**config.mk**
```make
export PLATFORM = sky130hd
export DESIGN_NAME = alu_seq
export DESIGN_NICKNAME = d
export VERILOG_FILES = /design/src/rtl/alu_pkg.sv /design/src/rtl/alu_mul_seq.sv /design/src/rtl/alu_seq.sv
export SDC_FILE = /design/constraint.sdc
export NUM_CORES = 1
export LEC_CHECK = 0
export CORE_ASPECT_RATIO = 1.5
export CORE_MARGIN = 2
export CORE_UTILIZATION = 63
export CTS_BUF_LIST = sky130_fd_sc_hd__clkbuf_4 sky130_fd_sc_hd__clkbuf_8
export DETAILED_ROUTE_END_ITERATION = 12
export GPL_TIMING_DRIVEN = 0
export PLACE_DENSITY = 0.83
export SYNTH_ARGS = -nofsm -noshare
export SYNTH_HDL_FRONTEND = slang
export SYNTH_SLANG_ARGS = --single-unit
```
**constraint.sdc**
```tcl
create_clock -name clk -period 6.1 [get_ports clk]
set_input_delay 0.61 -clock clk [delete_from_list [all_inputs] [get_ports clk]]
set_output_delay 0.61 -clock clk [all_outputs]
set_load 0.1 [all_outputs]
```
**src/rtl/alu_pkg.sv**
```systemverilog
// Shared definitions for the sequential ALU: opcodes, FSM state codes and flag bit positions.
package alu_pkg;

    localparam logic [2:0] OP_ADD = 3'b000;
    localparam logic [2:0] OP_SUB = 3'b001;
    localparam logic [2:0] OP_AND = 3'b010;
    localparam logic [2:0] OP_OR  = 3'b011;
    localparam logic [2:0] OP_XOR = 3'b100;
    localparam logic [2:0] OP_SHL = 3'b101;
    localparam logic [2:0] OP_SHR = 3'b110;
    localparam logic [2:0] OP_MUL = 3'b111;

    localparam logic [1:0] ST_IDLE = 2'd0;
    localparam logic [1:0] ST_MUL  = 2'd1;
    localparam logic [1:0] ST_DONE = 2'd2;

    localparam int FLG_Z = 0;
    localparam int FLG_C = 1;
    localparam int FLG_N = 2;
    localparam int FLG_V = 3;

    function automatic logic [3:0] make_flags(input logic z, input logic c,
                                              input logic n, input logic v);
        logic [3:0] f;
        f        = '0;
        f[FLG_Z] = z;
        f[FLG_C] = c;
        f[FLG_N] = n;
        f[FLG_V] = v;
        return f;
    endfunction

endpackage

```
**src/rtl/alu_mul_seq.sv**
```systemverilog
// Shift-add unsigned multiplier: one partial-product step per enabled cycle, WIDTH steps total.
module alu_mul_seq
    import alu_pkg::*;
#(
    parameter int WIDTH = 8
) (
    input  logic                 clk,
    input  logic                 rst,
    input  logic                 i_en,
    input  logic                 i_start,
    input  logic [WIDTH-1:0]     i_a,
    input  logic [WIDTH-1:0]     i_b,
    output logic                 o_busy,
    output logic                 o_done,
    output logic [2*WIDTH-1:0]   o_product
);

    localparam int CW = (WIDTH > 1) ? $clog2(WIDTH) : 1;

    logic [2*WIDTH-1:0] r_mcand;
    logic [2*WIDTH-1:0] r_prod;
    logic [WIDTH-1:0]   r_mplier;
    logic [CW-1:0]      r_cnt;
    logic               r_busy;
    logic [2*WIDTH-1:0] w_prod_next;

    // o_product already includes the current step, so the final value is usable in the done cycle.
    assign w_prod_next = r_mplier[0] ? (r_prod + r_mcand) : r_prod;
    assign o_done      = r_busy && (r_cnt == CW'(WIDTH - 1));
    assign o_busy      = r_busy;
    assign o_product   = w_prod_next;

    always_ff @(posedge clk) begin
        if (rst) begin
            r_mcand  <= '0;
            r_prod   <= '0;
            r_mplier <= '0;
            r_cnt    <= '0;
            r_busy   <= 1'b0;
        end else if (i_en) begin
            if (i_start) begin
                r_mcand  <= {{WIDTH{1'b0}}, i_a};
                r_mplier <= i_b;
                r_prod   <= '0;
                r_cnt    <= '0;
                r_busy   <= 1'b1;
            end else if (r_busy) begin
                r_prod   <= w_prod_next;
                r_mcand  <= r_mcand << 1;
                r_mplier <= r_mplier >> 1;
                r_cnt    <= r_cnt + CW'(1);
                if (o_done) begin
                    r_busy <= 1'b0;
                end
            end
        end
    end

endmodule

```
**src/rtl/alu_seq.sv**
```systemverilog
// WIDTH-bit ALU with registered result/flags, valid/ready operand intake and a sequential multiply.
// Build option: define ALU_SAT_EN to make ADD, SUB and MUL saturate instead of wrapping.
module alu_seq
    import alu_pkg::*;
#(
    parameter  int WIDTH = 8,
    localparam int SHW   = $clog2(WIDTH)
) (
    input  logic             clk,
    input  logic             rst,
    input  logic             en,
    input  logic             in_valid,
    output logic             in_ready,
    input  logic [2:0]       opcode,
    input  logic [WIDTH-1:0] in_1,
    input  logic [WIDTH-1:0] in_2,
    output logic             out_valid,
    output logic [WIDTH-1:0] out,
    output logic             flag_z,
    output logic             flag_c,
    output logic             flag_n,
    output logic             flag_v,
    output logic [1:0]       o_dbg_state
);

    // Handshake: an operation is taken on a rising edge where in_valid, in_ready and en are all high;
    // in_ready drops only while a multiply is iterating, and out_valid marks the one enabled DONE cycle.

    logic [1:0]         r_state;
    logic [WIDTH-1:0]   r_out;
    logic [3:0]         r_flags;

    logic               w_accept;
    logic               w_in_mul;
    logic               w_mul_start;
    logic               w_mul_busy;
    logic               w_mul_done;
    logic [2*WIDTH-1:0] w_mul_prod;
    logic               w_mul_hi_nz;
    logic [WIDTH-1:0]   w_mul_res;
    logic [WIDTH:0]     w_add;
    logic [WIDTH:0]     w_sub;
    logic [SHW-1:0]     w_shamt;
    logic [WIDTH:0]     w_shl;
    logic [WIDTH:0]     w_shr;
    logic [WIDTH-1:0]   w_alu_res;
    logic               w_alu_c;
    logic               w_alu_v;
    logic               w_load;
    logic [WIDTH-1:0]   w_ld_res;
    logic               w_ld_c;
    logic               w_ld_v;
    logic [3:0]         w_ld_flags;

    assign in_ready    = ~w_mul_busy;
    assign w_in_mul    = (r_state == ST_MUL);
    assign w_accept    = in_valid && in_ready && en;
    assign w_mul_start = w_accept && (opcode == OP_MUL);

    alu_mul_seq #(.WIDTH(WIDTH)) u_mul (
        .clk       (clk),
        .rst       (rst),
        .i_en      (en),
        .i_start   (w_mul_start),
        .i_a       (in_1),
        .i_b       (in_2),
        .o_busy    (w_mul_busy),
        .o_done    (w_mul_done),
        .o_product (w_mul_prod)
    );

    assign w_add   = {1'b0, in_1} + {1'b0, in_2};
    assign w_sub   = {1'b0, in_1} - {1'b0, in_2};
    assign w_shamt = in_2[SHW-1:0];
    // The extra bit on each shift catches the last bit pushed out, which becomes the carry.
    assign w_shl   = {1'b0, in_1} << w_shamt;
    assign w_shr   = {in_1, 1'b0} >> w_shamt;

    always_comb begin
        w_alu_res = '0;
        w_alu_c   = 1'b0;
        w_alu_v   = 1'b0;
        case (opcode)
            OP_ADD: begin
                w_alu_res = w_add[WIDTH-1:0];
                w_alu_c   = w_add[WIDTH];
                w_alu_v   = (in_1[WIDTH-1] == in_2[WIDTH-1]) && (w_add[WIDTH-1] != in_1[WIDTH-1]);
`ifdef ALU_SAT_EN
                if (w_add[WIDTH]) w_alu_res = '1;
`endif
            end
            OP_SUB: begin
                w_alu_res = w_sub[WIDTH-1:0];
                w_alu_c   = w_sub[WIDTH];
                w_alu_v   = (in_1[WIDTH-1] != in_2[WIDTH-1]) && (w_sub[WIDTH-1] != in_1[WIDTH-1]);
`ifdef ALU_SAT_EN
                if (w_sub[WIDTH]) w_alu_res = '0;
`endif
            end
            OP_AND: w_alu_res = in_1 & in_2;
            OP_OR:  w_alu_res = in_1 | in_2;
            OP_XOR: w_alu_res = in_1 ^ in_2;
            OP_SHL: begin
                w_alu_res = w_shl[WIDTH-1:0];
                w_alu_c   = w_shl[WIDTH];
            end
            OP_SHR: begin
                w_alu_res = w_shr[WIDTH:1];
                w_alu_c   = w_shr[0];
            end
            default: ;
        endcase
    end

    assign w_mul_hi_nz = |w_mul_prod[2*WIDTH-1:WIDTH];
`ifdef ALU_SAT_EN
    assign w_mul_res = w_mul_hi_nz ? {WIDTH{1'b1}} : w_mul_prod[WIDTH-1:0];
`else
    assign w_mul_res = w_mul_prod[WIDTH-1:0];
`endif

    assign w_load     = w_in_mul ? w_mul_done : (w_accept && (opcode != OP_MUL));
    assign w_ld_res   = w_in_mul ? w_mul_res : w_alu_res;
    assign w_ld_c     = w_in_mul ? w_mul_hi_nz : w_alu_c;
    assign w_ld_v     = w_in_mul ? 1'b0 : w_alu_v;
    assign w_ld_flags = make_flags(w_ld_res == '0, w_ld_c, w_ld_res[WIDTH-1], w_ld_v);

    always_ff @(posedge clk) begin
        if (rst) begin
            r_state <= ST_IDLE;
            r_out   <= '0;
            r_flags <= '0;
        end else if (en) begin
            if (w_load) begin
                r_out   <= w_ld_res;
                r_flags <= w_ld_flags;
            end
            case (r_state)
                ST_IDLE, ST_DONE: begin
                    if (w_accept) begin
                        r_state <= (opcode == OP_MUL) ? ST_MUL : ST_DONE;
                    end else begin
                        r_state <= ST_IDLE;
                    end
                end
                ST_MUL: begin
                    if (w_mul_done) r_state <= ST_DONE;
                end
                default: r_state <= ST_IDLE;
            endcase
        end
    end

    // A DONE state held through an en-low stretch reports its pulse on the first enabled cycle.
    assign out_valid   = (r_state == ST_DONE) && en;
    assign out         = r_out;
    assign flag_z      = r_flags[FLG_Z];
    assign flag_c      = r_flags[FLG_C];
    assign flag_n      = r_flags[FLG_N];
    assign flag_v      = r_flags[FLG_V];
    assign o_dbg_state = r_state;

endmodule

```
==> results.json <==
{
  "grt_usage": 0.400,
  "p_per_area_nw_per_um2": 180,
  "min_period_ns": 4.12,
  "htreeDepth": 3,
  "pwr-share-comb": 0.259,
  "ys_seq_area_frac": 0.237,
  "core_um2": 7510,
  "gr-total-overflow": 0,
  "setup.worst_path.end_class": "flip-flop",
  "fill_cells": 658,
  "place_congestion": 0.978,
  "cts_root_buffer": "clkbuf_8",
  "routed_via_density": 6.75,
  "ir_worst_vdd_uv": 140,
  "synthArstFlopShare": 0,
  "relSlewSlack": 0.347,
  "clock_tree.buffer_depth": 2,
  "hpwlAfterDp_mm": 12.6,
  "cts_resized": 0,
  "worstPathRequired_ns": 6.36,
  "ys_warn_count": 0,
  "area_delta_synth_final_pct": 14.2,
  "ff2ff_path_depth": 10,
  "cts_setup_buffers": 0,
  "vias": 5253,
  "numPortBuffers": 36,
  "stdcell_area_um2": 5510,
  "slew_viol_final": 0,
  "finalClockSkew_ns": 0.0103,
  "rows": 39,
  "dpl_cell_area_um2": 5310,
  "fin_crit_sh": 0.675,
  "synth_cell_type_count": 69,
  "hold_class": "flip-flop to flip-flop",
  "p_leak_nw": 2.19,
  "status": "finished, final reports clean",
  "drive_gt1_frac": 0.0547,
  "cts_buffers": 9,
  "arrival_ns": 4.38,
  "seq_power_share": 0.388,
  "syn_avg_cell_area_um2": 7.73,
  "whs_path_depth": 2,
  "final_util": 0.733,
  "crit_type": "input port to flip-flop",
  "crit_path_start_kind": "input port",
  "route.detailed.drc": 0,
  "cap_violations": 0,
  "start_util": 0.642,
  "die_h_um": 111,
  "regArea_um2": 1140,
  "multi_input_area_um2": 3420,
  "drt_first_iter_violations": 434,
  "rsz0062_at_grt": "no",
  "synthCells": 624,
  "clock_latency_ns": 0.35,
  "cts.clk_slew.worst_paths_ns": 0.06,
  "num-nets-final": 739,
  "syn-num-nets": 692,
  "synth_ff_type": "dfxtp_1",
  "dieArea_um2": 8380,
  "ant_nets": 0,
  "max_freq_mhz": 243,
  "power.switching_mw": 0.328,
  "finalHoldViolations": 0,
  "tns_ns": 0,
  "clkPwrFrac": 0.354,
  "io_pins": 39,
  "antenna_found_initial": 0,
  "netlist_area_um2": 4820,
  "cts_tree": "built",
  "swShare": 0.331,
  "cts_hold_buf": 0,
  "setup_viol": 0,
  "synth_edf_count": 0,
  "die_x_um": 75.4,
  "worst_slew_pin_slew_ns": 0.976,
  "clock-sinks": 57,
  "grt_pass1_wl_mm": 25.3,
  "internal-power_mw": 0.665,
  "crit_fanout": 10,
  "ys_ff_latch": 57,
  "diodes": 0,
  "drt-pass1-iter-count": 8,
  "whs_ns": 0.461,
  "wl_per_cell_um": 20.8,
  "routed_wl_mm": 16.2,
  "grt_max_degree": 11,
  "grt_pass1_vias": 5094
}
## power groups by stage
stage | clock network [mW] | registers, mW | logic, mW
2_1_floorplan | 0 | 0.422 | 0.141
3_3_place_gp | 0 | 0.393 | 0.245
3_5_place_dp | 0 | 0.393 | 0.249
4_1_cts | 0.351 | 0.385 | 0.250
5_1_grt | 0.365 | 0.385 | 0.273
6_report | 0.351 | 0.385 | 0.257
## through the flow
step / instances / setup WS, ns / power, mW
after CTS: 778 / 2.04 / 0.986
after floorplan: 624 / 2.80 / 0.563
after global placement: 762 / 1.79 / 0.638
final: 778 / 1.98 / 0.993
after global routing: 778 / 1.88 / 1.02
after detailed placement: 762 / 1.69 / 0.642
## registers in the layout, summed over array words and instances, names as in the netlist
signal / count
u_mul.r_mcand: 16
u_mul.r_prod: 16
u_mul.r_mplier: 8
out: 7
r_flags: 4
u_mul.r_cnt: 3
o_dbg_state: 2
u_mul.o_busy: 1
## logic make-up (layout without fill, tap and decap cells)
logic type / Yosys count / in the layout / share of synthesized area
simple gates: 216 / 216 / 0.211
xor+xnor: 17 / 17 / 0.0309
compound gates: 201 / 201 / 0.281
buf+inv: 61 / 113 / 0.0534
fa+ha+maj: 45 / 45 / 0.121
flops: 57 / 57 / 0.237
mux: 27 / 27 / 0.0662
## routing by layer
layer / wire length, µm / up-vias / track usage
li1: - / 2402 / -
met1: 5490 / 2407 / 0.409
met2: 8170 / 331 / 0.682
met3: 1190 / 113 / 0.0809
met4: 1320 / 0 / 0.291
met5: 0 / - / 0
## synthesized netlist by cell type, types with 4 or more instances
library cell / count / share of area
nand2_1: 71 / 0.055
a21oi_1: 62 / 0.064
dfxtp_1: 57 / 0.24
nor2_1: 56 / 0.044
ha_1: 42 / 0.11
clkbuf_1: 28 / 0.022
nand3_1: 27 / 0.028
o21ai_0: 24 / 0.025
inv_1: 21 / 0.016
mux2i_1: 18 / 0.037
a22oi_1: 16 / 0.025
nor2b_1: 13 / 0.017
a2111oi_0: 11 / 0.020
a211oi_1: 10 / 0.016
nor3_1: 10 / 0.010
a21o_1: 9 / 0.014
xnor2_1: 9 / 0.016
o211ai_1: 8 / 0.012
xor2_1: 8 / 0.015
nand2b_1: 7 / 0.0091
a31oi_1: 6 / 0.0078
mux2_2: 6 / 0.014
and3_1: 5 / 0.0065
o221ai_1: 5 / 0.0091
o31ai_1: 5 / 0.0078
a211o_1: 4 / 0.0073
a2bb2oi_1: 4 / 0.0073
buf_1: 4 / 0.0031
nor3b_1: 4 / 0.0062
nor4_1: 4 / 0.0052
o21bai_1: 4 / 0.0062
o22ai_1: 4 / 0.0052
or3_1: 4 / 0.0052
## cells in the final DEF, fill, tap and decap left out, types with 5 or more instances in the layout
master,synthesis,layout
dfxtp_1,57,57
a21oi_1,62,62
and3_1,5,5
nor2_1,56,56
o221ai_1,5,5
xor2_1,8,8
nor3_1,10,10
clkdlybuf4s50_1,0,36
nor2b_1,13,13
a31oi_1,6,6
a21o_1,9,9
mux2i_1,18,18
o211ai_1,8,8
clkbuf_8,0,10
xnor2_1,9,9
a22oi_1,16,16
a211oi_1,10,10
o21ai_0,24,24
nand3_1,27,27
nand2b_1,7,7
inv_1,21,21
o31ai_1,5,5
ha_1,42,42
a2111oi_0,11,11
clkbuf_1,28,28
mux2_2,6,6
nand2_1,71,71
## path summary, 6_finish.rpt
| kind | endpoint | startpoint | slack (ns) |
|---|---|---|---|
| setup / recovery | r_flags[0] | in_2[0] | 1.98 |
| hold / removal | u_mul.r_mplier[2] | u_mul.r_mplier[2] | 0.46 |
| setup reg to reg | r_flags[0] | u_mul.r_prod[0] | 2.71 |
| hold reg to reg | u_mul.r_mplier[2] | u_mul.r_mplier[2] | 0.46 |
## worst max-delay path, stage by stage
cell,delay (ns)
clkdlybuf4s50_1,0.63
buf_6,0.21
clkbuf_1,0.45
inv_1,0.21
ha_1,0.24
nor2b_1,0.17
a211o_1,0.30
o31a_1,0.32
or4_1,0.50
or4b_1,0.54
o31ai_2,0.18
## area by class of cell
cell class,count,area share
inverters,23,0.0157
well taps,102,0.0232
multi-input cells,506,0.622
plain buffers,38,0.0311
clock buffers,10,0.0250
flip-flops and latches,57,0.207
repair buffers,36,0.0655
clock inverters,6,0.0105
Note: power is estimated with default switching activity, not from simulation.
